$ cat src/rtl/pmem_arb_pkg.sv
// pmem_arb_pkg: shared FSM/owner types and burst geometry for the pmem arbiter
package pmem_arb_pkg;
  typedef enum logic [1:0] {IDLE, RD, WR, DONE} state_e;
  typedef enum logic {OWN_I, OWN_D} owner_e;
  localparam int BEATS = 4;
  localparam int BEAT_IDX_BITS = 2;
  localparam int LINE_OFFSET = 5;
endpackage

$ cat src/rtl/pmem_burst_engine.sv
// pmem_burst_engine: runs one 4-beat pmem burst, shifting beats in/out of a line buffer
module pmem_burst_engine
  import pmem_arb_pkg::*;
#(
  parameter int ADDR_BITS = 32,
  parameter int LINE_BITS = 256,
  parameter int BEAT_BITS = 64
) (
  input  logic                 clk,
  input  logic                 rst,
  input  logic                 start_i,
  input  logic                 we_i,
  input  logic [ADDR_BITS-1:0] addr_i,
  input  logic [LINE_BITS-1:0] wline_i,
  input  logic                 pmem_resp_i,
  input  logic [BEAT_BITS-1:0] pmem_rdata_i,
  output logic                 pmem_read_o,
  output logic                 pmem_write_o,
  output logic [ADDR_BITS-1:0] pmem_address_o,
  output logic [BEAT_BITS-1:0] pmem_wdata_o,
  output logic                 done_o,
  output logic [LINE_BITS-1:0] line_o
);
  logic [BEAT_IDX_BITS-1:0] beat_q;
  logic [LINE_BITS-1:0] line_q;
  logic [ADDR_BITS-1:0] addr_q;
  logic [BEAT_BITS-1:0] wdata_q;
  logic read_q, write_q, beat_ok;
  assign beat_ok = (read_q || write_q) && pmem_resp_i;
  assign done_o = beat_ok && beat_q == BEAT_IDX_BITS'(BEATS - 1);
  assign line_o = {pmem_rdata_i, line_q[LINE_BITS-1:BEAT_BITS]};
  assign pmem_read_o = read_q;
  assign pmem_write_o = write_q;
  assign pmem_address_o = addr_q;
  assign pmem_wdata_o = wdata_q;
  // Load the line at grant, then shift one beat per pmem_resp; reads enter at the top so beat 0 ends in the low bits
  always_ff @(posedge clk) begin
    if (rst) begin
      read_q  <= 1'b0;
      write_q <= 1'b0;
      beat_q  <= '0;
      line_q  <= '0;
      addr_q  <= '0;
      wdata_q <= '0;
    end else if (start_i) begin
      read_q  <= !we_i;
      write_q <= we_i;
      beat_q  <= '0;
      line_q  <= wline_i;
      addr_q  <= addr_i & ~ADDR_BITS'(2 ** LINE_OFFSET - 1);
      wdata_q <= wline_i[BEAT_BITS-1:0];
    end else if (beat_ok) begin
      beat_q <= beat_q + BEAT_IDX_BITS'(1);
      line_q <= line_o;
      if (write_q) wdata_q <= line_q[2*BEAT_BITS-1:BEAT_BITS];
      if (done_o) begin
        read_q  <= 1'b0;
        write_q <= 1'b0;
      end
    end
  end
endmodule

$ cat src/rtl/pmem_arbiter.sv
// pmem_arbiter: fixed-priority I/D cache arbiter onto one burst pmem port (perf counters under PMEM_ARB_PERF_EN)
module pmem_arbiter
  import pmem_arb_pkg::*;
#(
  parameter int ADDR_BITS = 32,
  parameter int LINE_BITS = 256,
  parameter int BEAT_BITS = 64
`ifdef PMEM_ARB_PERF_EN
  , parameter int CNT_BITS = 32
`endif
) (
  input  logic                 clk,
  input  logic                 rst,
  input  logic                 i_read,
  input  logic [ADDR_BITS-1:0] i_address,
  output logic [LINE_BITS-1:0] i_rdata,
  output logic                 i_resp,
  input  logic                 d_read,
  input  logic                 d_write,
  input  logic [ADDR_BITS-1:0] d_address,
  input  logic [LINE_BITS-1:0] d_wdata,
  output logic [LINE_BITS-1:0] d_rdata,
  output logic                 d_resp,
  output logic                 pmem_read,
  output logic                 pmem_write,
  output logic [ADDR_BITS-1:0] pmem_address,
  output logic [BEAT_BITS-1:0] pmem_wdata,
  input  logic [BEAT_BITS-1:0] pmem_rdata,
`ifdef PMEM_ARB_PERF_EN
  input  logic                 pmem_resp,
  output logic [CNT_BITS-1:0]  perf_i_fills,
  output logic [CNT_BITS-1:0]  perf_d_xfers,
  output logic [CNT_BITS-1:0]  perf_wait_cyc
`else
  input  logic                 pmem_resp
`endif
);
  state_e state_q, state_d;
  owner_e owner_q, owner_d;
  logic start, done, i_resp_q, d_resp_q;
  logic [LINE_BITS-1:0] line, i_rdata_q, d_rdata_q;
  // Grant only from IDLE; DONE always returns to IDLE so a just-served request is never re-granted
  always_comb begin
    start   = state_q == IDLE && (d_write || d_read || i_read);
    owner_d = start ? ((d_write || d_read) ? OWN_D : OWN_I) : owner_q;
    state_d = start ? (d_write ? WR : RD) : state_q == DONE ? IDLE : done ? DONE : state_q;
  end
  // State and owner registers
  always_ff @(posedge clk) begin
    if (rst) begin
      state_q <= IDLE;
      owner_q <= OWN_I;
    end else begin
      state_q <= state_d;
      owner_q <= owner_d;
    end
  end
  pmem_burst_engine #(.ADDR_BITS(ADDR_BITS), .LINE_BITS(LINE_BITS), .BEAT_BITS(BEAT_BITS)) u_eng (
    .clk(clk), .rst(rst), .start_i(start), .we_i(d_write),
    .addr_i(owner_d == OWN_D ? d_address : i_address), .wline_i(d_wdata),
    .pmem_resp_i(pmem_resp), .pmem_rdata_i(pmem_rdata),
    .pmem_read_o(pmem_read), .pmem_write_o(pmem_write),
    .pmem_address_o(pmem_address), .pmem_wdata_o(pmem_wdata),
    .done_o(done), .line_o(line)
  );
  // Route the completion pulse and assembled read line to the owning client during DONE
  always_ff @(posedge clk) begin
    if (rst) begin
      i_resp_q  <= 1'b0;
      d_resp_q  <= 1'b0;
      i_rdata_q <= '0;
      d_rdata_q <= '0;
    end else begin
      i_resp_q <= done && owner_q == OWN_I;
      d_resp_q <= done && owner_q == OWN_D;
      if (done && state_q == RD && owner_q == OWN_I) i_rdata_q <= line;
      if (done && state_q == RD && owner_q == OWN_D) d_rdata_q <= line;
    end
  end
  assign i_resp = i_resp_q;
  assign d_resp = d_resp_q;
  assign i_rdata = i_rdata_q;
  assign d_rdata = d_rdata_q;
  // Both D request lines high together is a D-cache protocol error
  always_ff @(posedge clk) begin
    if (!rst) assert (!(d_read && d_write));
  end
`ifdef PMEM_ARB_PERF_EN
  logic [CNT_BITS-1:0] fills_q, xfers_q, wait_q;
  logic wait_inc;
  assign wait_inc = state_q != IDLE && (owner_q == OWN_D ? i_read : (d_read || d_write));
  // Saturating event counters
  always_ff @(posedge clk) begin
    if (rst) begin
      fills_q <= '0;
      xfers_q <= '0;
      wait_q  <= '0;
    end else begin
      if (state_q == DONE && owner_q == OWN_I && !(&fills_q)) fills_q <= fills_q + CNT_BITS'(1);
      if (state_q == DONE && owner_q == OWN_D && !(&xfers_q)) xfers_q <= xfers_q + CNT_BITS'(1);
      if (wait_inc && !(&wait_q)) wait_q <= wait_q + CNT_BITS'(1);
    end
  end
  assign perf_i_fills = fills_q;
  assign perf_d_xfers = xfers_q;
  assign perf_wait_cyc = wait_q;
`endif
endmodule

$ cat config.mk
export PLATFORM = sky130hd
export DESIGN_NAME = pmem_arbiter
export DESIGN_NICKNAME = d
export VERILOG_FILES = /design/src/rtl/pmem_arb_pkg.sv /design/src/rtl/pmem_burst_engine.sv /design/src/rtl/pmem_arbiter.sv
export SDC_FILE = /design/constraint.sdc
export NUM_CORES = 2
export LEC_CHECK = 0
export CORE_MARGIN = 5
export CORE_UTILIZATION = 25
export CTS_CLUSTER_DIAMETER = 50
export DETAILED_ROUTE_END_ITERATION = 10
export GPL_TIMING_DRIVEN = 0
export SYNTH_ARGS = -nofsm -noshare
export SYNTH_HDL_FRONTEND = slang
export SYNTH_SLANG_ARGS = --single-unit
$ cat constraint.sdc
create_clock -name clk -period 1.7 [get_ports clk]
set_clock_uncertainty 0.1 [all_clocks]
set_input_delay 0.17 -clock clk [delete_from_list [all_inputs] [get_ports clk]]
set_output_delay 0.17 -clock clk [all_outputs]
set_load 0.005 [all_outputs]
==> flow_metrics.env <==
export IMPL_top_layer_used="met5"
export IMPL_synth_top_area_share_pct=45.8
export IMPL_synth_cell_types=34
export IMPL_dieWidth_microns=385
export IMPL_layout_drive_gt1_share_pct=33.8
export IMPL_crit_path_max_incr_delay_ns=0.32
export IMPL_fmax_mhz=517
export IMPL_yosysWarnings=0
export IMPL_die_h_microns=385
export IMPL_synth_area_leaders="dfxtp_1 46%, o31ai_1 11%, nand4_1 10%, a21oi_1 7.3%, mux2i_1 5.5%"
export IMPL_outcome="complete, but fails checks"
export IMPL_viasPerCell=5.93
export IMPL_htree_levels=3
export IMPL_cp_data_required_time_ns=2.21
export IMPL_vdd_drop_max_mv=0.867
export IMPL_top_level_ports=1002
export IMPL_drt_initial_drc_count=4282
export IMPL_syn_area_sq_mm=0.0352
export IMPL_whs_path_depth=3
export IMPL_grt_antenna_before_repair=41
export IMPL_port_buffers=984
export IMPL_power_leakage_nw=27.3
export IMPL_fp_dieArea_sq_mm=0.148
export IMPL_cp_data_arrival_time_ns=2.44
export IMPL_start_util_pct=25.2
export IMPL_synth_edf_count=0
export IMPL_cp_top_family="buffers and inverters"
export IMPL_hold_class="primary input to flop"
export IMPL_setup_ws_ns=-0.233
export IMPL_cp_slowest_cell="dfxtp_2"
export IMPL_hpwlAfterDp_mm=192
export IMPL_gp_congestion=0.979
export IMPL_worstRegToRegCells=9
export IMPL_synthFlopType="dfxtp_1"
export IMPL_cts_root_buf="clkbuf_16"
export IMPL_wl_met2_mm=126
export IMPL_wl_mm=270
export IMPL_netlist_top_cell_by_area="dfxtp_1"
export IMPL_m1WireLength_mm=98.3
export IMPL_route_detailed_drc=0
export IMPL_synth_avg_cell_area_sq_um=8.94
export IMPL_synth_seq_cells=804
export IMPL_core_area_sq_mm=0.140
export IMPL_grt_pass1_wl_mm=343
export IMPL_clock_sinks=804
export IMPL_power_w=0.0833
export IMPL_pre_cts_ws_ns=-1.85
export IMPL_maxCapViolCount=0
export IMPL_setup_tns_ns=-76.55
export IMPL_cts_tree="done"
export IMPL_clk_latency_ns=0.75
export IMPL_syn_to_final_growth_pct=84.9
export IMPL_slew_headroom_pct=33.2
export IMPL_synth_common_cells="804 x dfxtp_1, 566 x nand4_1, 515 x a21oi_1"
export IMPL_critPathKind="flop to flop"
export IMPL_cp_start_kind="flop"
export IMPL_grt_overflow_total=0
export IMPL_slew_viol_final=0
export IMPL_row_count=137
export IMPL_synthCells=3934
export IMPL_hold_viol_final=0
export IMPL_critPathBufInv=6
export IMPL_failed_checks="negative setup slack"
export IMPL_rsz0062_at_grt="yes"
export IMPL_cellPowerDensity_mw_per_mm2=1280
export IMPL_met3_length_mm=28.5
export IMPL_cts_buffers=112
export IMPL_grt_use_total_pct=33.1
export IMPL_worst_path_stages=9
export IMPL_clkTransAtPathRegs_ns=0.06
export IMPL_clock_path_buffers=3
export IMPL_final_nets=5737
export IMPL_crit_top_cell="buf_12"
export IMPL_drtAntennaViolNets=0
export IMPL_worst_slew_pin_slew_ns=1.00
export IMPL_async_flop_share_pct=0
export IMPL_setup_violations=725
export IMPL_drtPass1Iterations=6
export IMPL_fin_crit_sh_pct=114
export IMPL_critPathCaptureType="flop"
export IMPL_vias=43600
export IMPL_seq_area_frac_synth_pct=45.8
export IMPL_crit_fanout=6
export IMPL_grt_max_degree=16
export IMPL_synth_most_common_cell="dfxtp_1"
export IMPL_grt_pass1_vias=41600
export IMPL_crit_chain="buf_6 > o211a_4 > buf_12 > buf_12 > buf_16 > buf_12 > buf_12 > nand4_1 > a21oi_1"
export IMPL_finalCriticalPeriod_ns=1.93
export IMPL_wire_per_inst_microns=36.7
## tightest hold or removal path: stages
cell and delay [ns]:
clkdlybuf4s50_1 0.42, nor3_2 0.18, a311oi_1 0.06
## repair_timing
action                     in CTS  in global routing
hold endpoints to repair       87                  0
setup buffers                  86                 73
hold buffers                   81                  0
cloned                         78                 57
resized for setup            1483               1947
setup endpoints to repair    1411               1217
pin swaps                     108                536
## per-stage QoR
stage,hold WS (ns),util [%],area [sq um],cells
floorplan,0.206,-,35200,3938
global placement,0.354,33.9,47400,6798
detailed placement,0.358,33.9,47400,6801
CTS,0.00140,41.6,58200,7251
global route,0.0446,46.5,64900,7328
finish,0.0431,46.5,65000,7346
## layer usage
layer / GRT usage [%] / vias up
met5: 0 / -
met4: 16.1 / 8
met3: 9.34 / 699
met2: 55.2 / 2804
met1: 39.0 / 21700
li1: - / 18300
## worst paths after layout
path | startpoint | end | slack [ns]
max | u_eng.pmem_write_o$_SDFFE_PP0P_ | i_rdata[12]$_SDFFE_PP0P_ | -0.23
min | d_wdata[56] | u_eng.pmem_wdata_o[56]$_SDFFE_PP0P_ | 0.04
max reg2reg | u_eng.pmem_write_o$_SDFFE_PP0P_ | i_rdata[12]$_SDFFE_PP0P_ | -0.23
min reg2reg | i_rdata[36]$_SDFFE_PP0P_ | i_rdata[36]$_SDFFE_PP0P_ | 0.36
## final cells by class
cell class / count / area, sq um
buffer: 558 / 5240
clock buffer: 149 / 3120
clock inverter: 58 / 684
timing repair buffer: 1325 / 15500
antenna: 31 / 77.6
fill: 13000 / 74700
sequential: 804 / 16300
inverter: 2 / 20.0
multi-input combinational: 2543 / 21700
tap: 1876 / 2350
## power by group
part	leakage (nW)	internal (W)	switching, W
Sequential	6.62	0.0211	0.00454
Combinational	18.8	0.0128	0.0205
Clock	1.85	0.0143	0.0100
Total	27.3	0.0482	0.0351
## cells in the final DEF (no fill, tap or decap), types with 65 or more instances in the layout
master / synthesis / layout
buf_2: 192 / 73
o31ai_1: 512 / 215
clkbuf_16: 0 / 179
nand4_1: 566 / 566
dlygate4sd3_1: 0 / 81
clkdlybuf4s50_1: 0 / 377
dfxtp_1: 804 / 671
buf_8: 0 / 71
nand2_1: 67 / 66
dfxtp_2: 0 / 110
a21oi_1: 515 / 416
buf_12: 0 / 130
nor3_2: 0 / 89
o31ai_2: 0 / 150
clkbuf_2: 0 / 209
buf_6: 10 / 69
a211oi_1: 192 / 155
dlymetal6s2s_1: 0 / 232
nor3_1: 260 / 86
o31ai_4: 0 / 147
buf_16: 0 / 65
nand3_1: 91 / 91
a21oi_2: 0 / 99
nor3_4: 1 / 86
mux2i_1: 194 / 151
clkbuf_1: 321 / 127
buf_4: 17 / 71
dlygate4sd2_1: 0 / 196
## sequential cells by signal (all words and copies together), names as in the netlist, named ones only
name,count
d_rdata,256
i_rdata,256
u_eng.line_q,192
u_eng.pmem_wdata_o,64
u_eng.pmem_address_o,27
state_q,2
u_eng.beat_q,2
d_resp,1
i_resp,1
u_eng.pmem_read_o,1
u_eng.pmem_write_o,1
## kinds of logic after synthesis
family | count (synthesis) | share of synthesized area (%)
other | 1 | 0.0107
multiplexers | 194 | 5.52
XOR/XNOR | 1 | 0.0249
AND/OR/NAND/NOR | 1022 | 16.5
adder cells (fa/ha/maj) | 1 | 0.0356
buffers and inverters | 591 | 7.39
AO/OA/AOI/OAI | 1320 | 24.8
flip-flops | 804 | 45.8
Note: power is estimated with default switching activity, not from simulation.
